`src/rtl/proj_pkg.sv`:
```
// -----------------------------------------------------------------------------
// proj_pkg
// Shared constants and types for the proj_* streaming blocks (hasher -> sorter).
// Holds the hasher/sorter interface widths, the hasher multiplier and seed
// defaults, the idle sentinel signature and the hasher pipeline stage record.
// No ports (package).
// -----------------------------------------------------------------------------
package proj_pkg;

    // Widths shared between proj_hasher and proj_sorter.
    localparam int HASHER_SORTER_SIGNATURE = 32;
    localparam int INDICE_LEN              = 8;
    localparam int HASHER_DATA_LEN         = 32;

    // Golden-ratio odd multiplier and default xor seed for the hash.
    localparam logic [HASHER_SORTER_SIGNATURE-1:0] HASHER_MULT = 32'h9E37_79B1;
    localparam logic [HASHER_SORTER_SIGNATURE-1:0] HASHER_SEED = '0;

    // All-ones is never a real signature; idle slots carry it so the sorter's
    // bottom-k set is left untouched.
    localparam logic [HASHER_SORTER_SIGNATURE-1:0] HASHER_SENTINEL = '1;

    // One hasher pipeline slot: control flags plus the item's index and the
    // partially computed hash value.
    typedef struct packed {
        logic                               valid;
        logic                               last;
        logic [INDICE_LEN-1:0]              index;
        logic [HASHER_SORTER_SIGNATURE-1:0] value;
    } hasher_stage_t;

endpackage : proj_pkg

```
`src/rtl/proj_hash_mix.sv`:
```
// -----------------------------------------------------------------------------
// proj_hash_mix
// Purely combinational hash arithmetic used by proj_hasher. The two halves are
// exposed separately so the owner can put a register between them.
//   mul_a_i  [SIGNATURE_LEN] : seeded word (stage-1 value)
//   mul_o    [SIGNATURE_LEN] : (mul_a_i * MULT) mod 2^SIGNATURE_LEN
//   mix_b_i  [SIGNATURE_LEN] : product (stage-2 value)
//   mix_o    [SIGNATURE_LEN] : b ^ (b >> SIGNATURE_LEN/2), clamped below all-ones
// -----------------------------------------------------------------------------
module proj_hash_mix
    import proj_pkg::*;
#(
    parameter int                       SIGNATURE_LEN = HASHER_SORTER_SIGNATURE,
    parameter logic [SIGNATURE_LEN-1:0] MULT          = HASHER_MULT
) (
    input  logic [SIGNATURE_LEN-1:0] mul_a_i,
    output logic [SIGNATURE_LEN-1:0] mul_o,
    input  logic [SIGNATURE_LEN-1:0] mix_b_i,
    output logic [SIGNATURE_LEN-1:0] mix_o
);

    localparam logic [SIGNATURE_LEN-1:0] ALL_ONES   = '1;
    localparam logic [SIGNATURE_LEN-1:0] CLAMP_MAX  = ALL_ONES - 1'b1;

    // Low half of the full product only; the sized target drops the high bits.
    function automatic logic [SIGNATURE_LEN-1:0] mult_low(
        input logic [SIGNATURE_LEN-1:0] a
    );
        logic [SIGNATURE_LEN-1:0] p;
        p = a * MULT;
        return p;
    endfunction

    // Fold the high half into the low half, then keep all-ones free for the
    // idle sentinel by mapping a genuine all-ones result one step down.
    function automatic logic [SIGNATURE_LEN-1:0] xorshift_clamp(
        input logic [SIGNATURE_LEN-1:0] b
    );
        logic [SIGNATURE_LEN-1:0] c;
        c = b ^ (b >> (SIGNATURE_LEN / 2));
        if (c == ALL_ONES) begin
            c = CLAMP_MAX;
        end
        return c;
    endfunction

    assign mul_o = mult_low(mul_a_i);
    assign mix_o = xorshift_clamp(mix_b_i);

endmodule : proj_hash_mix

```
`src/rtl/proj_hasher.sv`:
```
// -----------------------------------------------------------------------------
// proj_hasher
// Streaming hash stage feeding proj_sorter. Every in_valid word is accepted
// (no backpressure), tagged with a running index that restarts after in_last,
// and hashed through a seed-xor / multiply / xorshift pipeline. Results leave
// a registered output stage three edges after acceptance; idle slots present
// the all-ones sentinel signature.
//
// Ports:
//   in_clk         clock
//   in_rst_n       synchronous active-low reset
//   in_data        [DATA_LEN]      data word
//   in_valid       in_data valid this cycle
//   in_last        final word of the set (qualified by in_valid)
//   in_seed        [SIGNATURE_LEN] new seed        (PROJ_HASHER_SEED_LOAD_EN only)
//   in_seed_load   load in_seed into the seed reg  (PROJ_HASHER_SEED_LOAD_EN only)
//   out_signature  [SIGNATURE_LEN] hash or sentinel, to sorter in_signature
//   out_index      [INDICE_LEN]    item index, to sorter in_index
//   out_valid      out_signature/out_index hold a real item
//   out_end        one-cycle pulse with the last item, to sorter end_sorting
//
// Optional feature macro: PROJ_HASHER_SEED_LOAD_EN (run-time loadable seed).
// Without it the seed is the constant SEED.
//
// The pipeline slots use proj_pkg::hasher_stage_t, so SIGNATURE_LEN and
// INDICE_LEN must stay at their package values.
// -----------------------------------------------------------------------------
module proj_hasher
    import proj_pkg::*;
#(
    parameter int                       DATA_LEN      = HASHER_DATA_LEN,
    parameter int                       SIGNATURE_LEN = HASHER_SORTER_SIGNATURE,
    parameter int                       INDICE_LEN    = proj_pkg::INDICE_LEN,
    parameter logic [SIGNATURE_LEN-1:0] MULT          = HASHER_MULT,
    parameter logic [SIGNATURE_LEN-1:0] SEED          = HASHER_SEED
) (
    input  logic                     in_clk,
    input  logic                     in_rst_n,
    input  logic [DATA_LEN-1:0]      in_data,
    input  logic                     in_valid,
    input  logic                     in_last,
`ifdef PROJ_HASHER_SEED_LOAD_EN
    input  logic [SIGNATURE_LEN-1:0] in_seed,
    input  logic                     in_seed_load,
`endif
    output logic [SIGNATURE_LEN-1:0] out_signature,
    output logic [INDICE_LEN-1:0]    out_index,
    output logic                     out_valid,
    output logic                     out_end
);

    logic [SIGNATURE_LEN-1:0] data_ext;
    logic [SIGNATURE_LEN-1:0] seed;
    logic [SIGNATURE_LEN-1:0] mul_res;
    logic [SIGNATURE_LEN-1:0] mix_res;

    logic [INDICE_LEN-1:0]    cnt_q, cnt_d;
    hasher_stage_t            s1_q, s1_d;
    hasher_stage_t            s2_q, s2_d;
    hasher_stage_t            s3_q, s3_d;

    logic [SIGNATURE_LEN-1:0] sig_q, sig_d;
    logic [INDICE_LEN-1:0]    idx_q, idx_d;
    logic                     vld_q, vld_d;
    logic                     end_q, end_d;

    // Fit the input word to the signature width (zero-extend or truncate).
    if (DATA_LEN >= SIGNATURE_LEN) begin : g_trunc
        assign data_ext = in_data[SIGNATURE_LEN-1:0];
    end else begin : g_zext
        assign data_ext = {{(SIGNATURE_LEN-DATA_LEN){1'b0}}, in_data};
    end

`ifdef PROJ_HASHER_SEED_LOAD_EN
    logic [SIGNATURE_LEN-1:0] seed_q, seed_d;

    // An item accepted on a load edge sees seed_q before the update, i.e.
    // the old seed; in-flight items already carry their seeded value.
    always_comb begin
        seed_d = seed_q;
        if (in_seed_load) begin
            seed_d = in_seed;
        end
    end

    always_ff @(posedge in_clk) begin
        if (!in_rst_n) begin
            seed_q <= SEED;
        end else begin
            seed_q <= seed_d;
        end
    end

    assign seed = seed_q;
`else
    assign seed = SEED;
`endif

    proj_hash_mix #(
        .SIGNATURE_LEN (SIGNATURE_LEN),
        .MULT          (MULT)
    ) u_mix (
        .mul_a_i (s1_q.value),
        .mul_o   (mul_res),
        .mix_b_i (s2_q.value),
        .mix_o   (mix_res)
    );

    always_comb begin
        // Index counter: tag with the current count, restart after a last item.
        cnt_d = cnt_q;
        if (in_valid) begin
            cnt_d = in_last ? '0 : cnt_q + 1'b1;
        end

        // Stage 1 boundary: seeded word, index and framing captured on accept.
        s1_d.valid = in_valid;
        s1_d.last  = in_valid & in_last;
        s1_d.index = cnt_q;
        s1_d.value = data_ext ^ seed;

        // Stage 2 boundary: low half of the product.
        s2_d       = s1_q;
        s2_d.value = mul_res;

        // Stage 3 boundary: xorshift-folded, sentinel-clamped hash.
        s3_d       = s2_q;
        s3_d.value = mix_res;

        // Output boundary: empty slots present the sentinel and zero index.
        vld_d = s3_q.valid;
        end_d = s3_q.valid & s3_q.last;
        sig_d = s3_q.valid ? s3_q.value : HASHER_SENTINEL;
        idx_d = s3_q.valid ? s3_q.index : '0;
    end

    always_ff @(posedge in_clk) begin
        // Hash values and indices need no reset: the valid flags gate them.
        s1_q.value <= s1_d.value;
        s1_q.index <= s1_d.index;
        s2_q.value <= s2_d.value;
        s2_q.index <= s2_d.index;
        s3_q.value <= s3_d.value;
        s3_q.index <= s3_d.index;

        if (!in_rst_n) begin
            cnt_q      <= '0;
            s1_q.valid <= 1'b0;
            s1_q.last  <= 1'b0;
            s2_q.valid <= 1'b0;
            s2_q.last  <= 1'b0;
            s3_q.valid <= 1'b0;
            s3_q.last  <= 1'b0;
            vld_q      <= 1'b0;
            end_q      <= 1'b0;
            sig_q      <= HASHER_SENTINEL;
            idx_q      <= '0;
        end else begin
            cnt_q      <= cnt_d;
            s1_q.valid <= s1_d.valid;
            s1_q.last  <= s1_d.last;
            s2_q.valid <= s2_d.valid;
            s2_q.last  <= s2_d.last;
            s3_q.valid <= s3_d.valid;
            s3_q.last  <= s3_d.last;
            vld_q      <= vld_d;
            end_q      <= end_d;
            sig_q      <= sig_d;
            idx_q      <= idx_d;
        end
    end

    assign out_signature = sig_q;
    assign out_index     = idx_q;
    assign out_valid     = vld_q;
    assign out_end       = end_q;

endmodule : proj_hasher

```
`config.mk`:
```
export PLATFORM = sky130hd
export DESIGN_NAME = proj_hasher
export DESIGN_NICKNAME = d
export VERILOG_FILES = /design/src/rtl/proj_pkg.sv /design/src/rtl/proj_hash_mix.sv /design/src/rtl/proj_hasher.sv
export SDC_FILE = /design/constraint.sdc
export NUM_CORES = 1
export LEC_CHECK = 0
export ABC_AREA = 1
export CAP_MARGIN = 15
export CORE_UTILIZATION = 30
export DETAILED_ROUTE_END_ITERATION = 16
export SKIP_LAST_GASP = 1
export SLEW_MARGIN = 20
export SYNTH_ARGS = -nofsm -noshare
export SYNTH_HDL_FRONTEND = slang
export SYNTH_HIERARCHICAL = 1
export SYNTH_SLANG_ARGS = --single-unit
```
`constraint.sdc`:
```
create_clock -name in_clk -period 7.75 [get_ports in_clk]
set_clock_uncertainty 0.15 [all_clocks]
set_input_delay 0.775 -clock in_clk [delete_from_list [all_inputs] [get_ports in_clk]]
set_output_delay 0.775 -clock in_clk [all_outputs]
set_load 0.005 [all_outputs]
```
---- After elaboration in Yosys (flattened, before gate mapping) ----
Cells that the tools add are included.
word-level totals
  flip-flop bits (word level) ............. 176
  input bits .............................. 36
  output and inout port bits .............. 42
cells by class
  add/sub/neg operators ................... 1
  reductions and logical operators ........ 1
  equal/unequal tests ..................... 1
  muxes and demuxes ....................... 1
  multiply operators ...................... 1
  bitwise logic cells ..................... 3
operators by type and width
  kind                                                  count
  equality test 32 bit (second input constant)          1
  multiplier 32 x 32 -> 32 bit (second input constant)  1
  bitwise XOR 32 x 16 -> 32 bit                         1
  adder 8 x 1 -> 8 bit (second input constant)          1
  two-way mux 8 bit                                     1
  AND 1 bit                                             2
  AND reduction 2 bit                                   1

---- Depth between registers and ports, before layout ----
  word-level depth ........................ 2
  gate-level depth with buffers ........... 29

---- Cells and area by module ----
Netlist, hierarchy kept.
by module, submodules not included
  module         sequential area each (µm²)  cells an instance  instances  area an instance (µm²)
  proj_hash_mix  0.0                         1,154              1          9,769.4
  proj_hasher    3,523.4                     289                1          4,072.7

---- Worst setup path before layout ----
No wires, ideal clock.
  path type ............................... register to register
  start ................................... reg s1_q[13] in the netlist's numbering
  end ..................................... reg s2_q[30] in the netlist's numbering
  setup slack ............................. 1,681 ps
  clock period less this slack ............ 6,069 ps
  arrival ................................. 5,847 ps
  stages on the path, launching flop included .. 24
  path buffers ............................ 0
  cell sequence ........................... dfxtp_1 -> inv_1 -> fa_1 -> fa_1 -> inv_1 -> fa_1 -> fa_1 -> inv_1 -> fa_1 -> inv_1 -> fa_1 -> fa_1 -> inv_1 -> fa_1 -> inv_1 -> ha_1 -> nand2_2 -> inv_2 -> nand3_2 -> inv_1 -> nand2_2 -> or3_1 -> nand3_1 -> xor2_1
between the ends
  longest elaborated chain between the ends .. 1
ends and longest elaborated chain
  what                          line                 source
  from (decl)                   proj_hasher.sv:58    hasher_stage_t s1_q, s1_d;
  multiplier 32 x 32 -> 32 bit  proj_hash_mix.sv:30  p = a * MULT;
  net mul_res[30]               proj_hasher.sv:54    logic [SIGNATURE_LEN-1:0] mul_res;
  to (decl)                     proj_hasher.sv:59    hasher_stage_t s2_q, s2_d;
The timed path passes the listed nets, and every way through them passes these cells.
A chain may end at the register's enable or synchronous reset.

---- Worst setup path after layout ----
  start ................................... reg s1_q[6] in the netlist's numbering
  end ..................................... reg s2_q[27] in the netlist's numbering
The elaborated chain is that of the path after synthesis.

==> flow_summary.toml <==
[setup_path]
worstPathRequired_ns = 7.96
cp_max_fo = 9
startpoint_type = "flop"
r2r_cells = 23
path_buf_inv = 8
critPathTopFamily = "adder cells"
max_stage_delay_ns = 0.61
r2r-end = "s2_q[27]"
critical_path_class = "reg -> reg"
reg2reg_from = "s1_q[6]"
reg2reg_slack_ns = 0.82
worstPathCellList = "inv_1 > fa_1 > inv_1 > fa_1 > fa_1 > inv_1 > fa_1 > inv_1 > fa_1 > inv_1 > fa_1 > inv_1 > fa_1 > inv_1 > fa_1 > inv_1 > ha_1 > a21oi_1 > nand2_1 > a21oi_1 > nand3_1 > a21oi_1 > xor2_1"
worst_path_max_delay_cell = "dfxtp_1"
cp-end-kind = "flop"
cp_data_arrival_time_ns = 7.14

[final_layout]
final_nets = 1948
regArea_sq_um = 3523
drive_above_1_share_pct = 3.655
final_common_cell = "inv_1"
diodes = 0
multi_input_area_sq_um = 8568
final_util_pct = 34.89
syn_to_final_growth_pct = 14.63
layout_common_cells = "inv_1 (436), fa_1 (204), ha_1 (188)"
n_fill_cell = 4735

[sta]
period_minus_slack_ns = 6.932
setup_tns_ns = 0
timing.fmax_mhz = 144.3
hold_violations = 0
rsz0062_at_grt = "false"
fin_crit_sh_pct = 89.45
max_slew.worst_pin.slew_ns = 0.9912
fin_ws_ns = 0.8176
slew_violations = 0
max_slew_margin_pct = 33.76
setup_violations = 0

[logic_synthesis]
ys_types = 37
synth_top_area_share_pct = 29.50
syn-cell-area_sq_um = 13840
synth_area_leaders = "fa_1 (30%), dfxtp_1 (25%), ha_1 (17%)"
async_flop_share_pct = 0
ys_ff_latch = 176
synth_edf_count = 0
yosysWarnings = 6
synth_top_area_cell = "fa_1"
synthCells = 1443
ys.flop_type = "dfxtp_1"
yosysSeqAreaShare_pct = 25.45
syn-num-nets = 1871
syn_area_per_cell_sq_um = 9.593

[clocking]
htreeDepth = 4
cts_resized = 0
clockBufferDepth = 2
cts.clk_slew.worst_paths_ns = 0.08
cts_tree = "built"
cts_hold_buf = 0
worstSkewPairLatency_ns = 0.46
clock-sinks = 176
numCtsBuffers = 17
cts_setup_buffers = 0
ctsRootBufferMaster = "clkbuf_16"

[detailed_routing]
vias_per_cell = 4.174
num_vias = 8898
drc = 0
wl_per_cell_microns = 15.16
wl_microns = 32320
drt_first_pass_iters = 5
drtIter0Drc = 294
antenna_left = 0

[flow_run]
drv_cap = 0

[floorplanning]
io_pins = 78
core_area_sq_um = 45480
die_w_microns = 216.8
fp.dieH_microns = 216.8
start_util_pct = 30.44
die_area_sq_um = 47000
rows = 78

[grt]
grt_antenna_before_repair = 0
grt_pass1_wl_microns = 52360
grtUsageTotal_pct = 14.92
grt_max_degree = 43
grt_pass1_vias = 9952
overflow = 0

[hold_path]
worst_hold_path.num_cells = 0
holdCritStartpoint = "s1_q[35]"
worstHoldPathType = "reg -> reg"
min_to = "s2_q[35]"

[placed_design]
numPortBuffers = 77
pre_cts_slack_ns = 0.8230
hpwl_microns = 27910
gp_congestion = 0.9639

[outcome]
outcome = "finished clean"
## cells in the mapped netlist, types with 2 or more instances
master	number
nand3b_1	5
buf_2	4
or2_1	32
dfxtp_1	176
xnor2_1	22
a31oi_1	2
clkbuf_1	16
nor2_1	48
o21ai_1	3
inv_1	436
nor3_1	7
or2_2	2
o21ai_0	9
nand4_1	12
nor4_1	2
fa_1	204
nand2_1	158
o21ai_2	3
a21oi_2	2
a21oi_1	30
nand3_1	29
nor2_2	4
ha_1	188
o21bai_1	5
xor2_1	24
nand2_2	6
buf_4	4
## kinds of logic after synthesis
| family | Yosys count | share of synthesized area, % |
|---|---|---|
| and+or+nand+nor | 308 | 9.952 |
| buffers and inverters | 461 | 12.65 |
| AOI/OAI and AO/OA | 60 | 2.540 |
| xor gates and xnor gates | 46 | 2.911 |
| DFF | 176 | 25.45 |
| adders and majority gates | 392 | 46.50 |
## how the worst max path moves through the flow
stage	startpoint	to	slack [ns]	cells past startpoint
floorplan	s1_q[13]	s2_q[30]	1.68	23
global placement	s1_q[6]	s2_q[27]	0.91	23
detailed placement	s1_q[6]	s2_q[27]	0.82	23
CTS	s1_q[6]	s2_q[27]	0.82	23
global route	s1_q[14]	s2_q[31]	0.57	23
finish	s1_q[6]	s2_q[27]	0.82	23
## metal layers
metal / part of all wire, % / global-route usage, % / wire length [microns]
met5: 0 / 0 / 0
met4: 1.5 / 4.108 / 499
met3: 4.8 / 3.340 / 1549
met2: 48 / 25.56 / 15620
met1: 45 / 18.79 / 14650
## flip-flops by register name, indices dropped and copies added, names as in the netlist, 8 cells and up
name           count
s3_q              41
out_index          8
out_signature     32
s2_q              42
s1_q              42
cnt_q              8
## through the flow
step                std cells  hold WS [ns]  area, sq um
detailed placement       2101        0.1621        15290
global placement         2101        0.1611        15290
finish                   2132        0.1734        15870
floorplan                1443        0.1596        13840
CTS                      2132        0.1742        15870
global route             2132        0.1770        15870
## area by class of cell
type	instances	area share (%)
well taps	600	4.731
inverters	437	10.34
multi-input cells	806	54.00
flip-flops and latches	176	22.21
repair buffers	82	5.094
clock inverters	12	0.7728
clock buffers	19	2.855
Power is not shown: default switching activity piles up to over one toggle a cycle in this logic, so the estimate is an artifact.
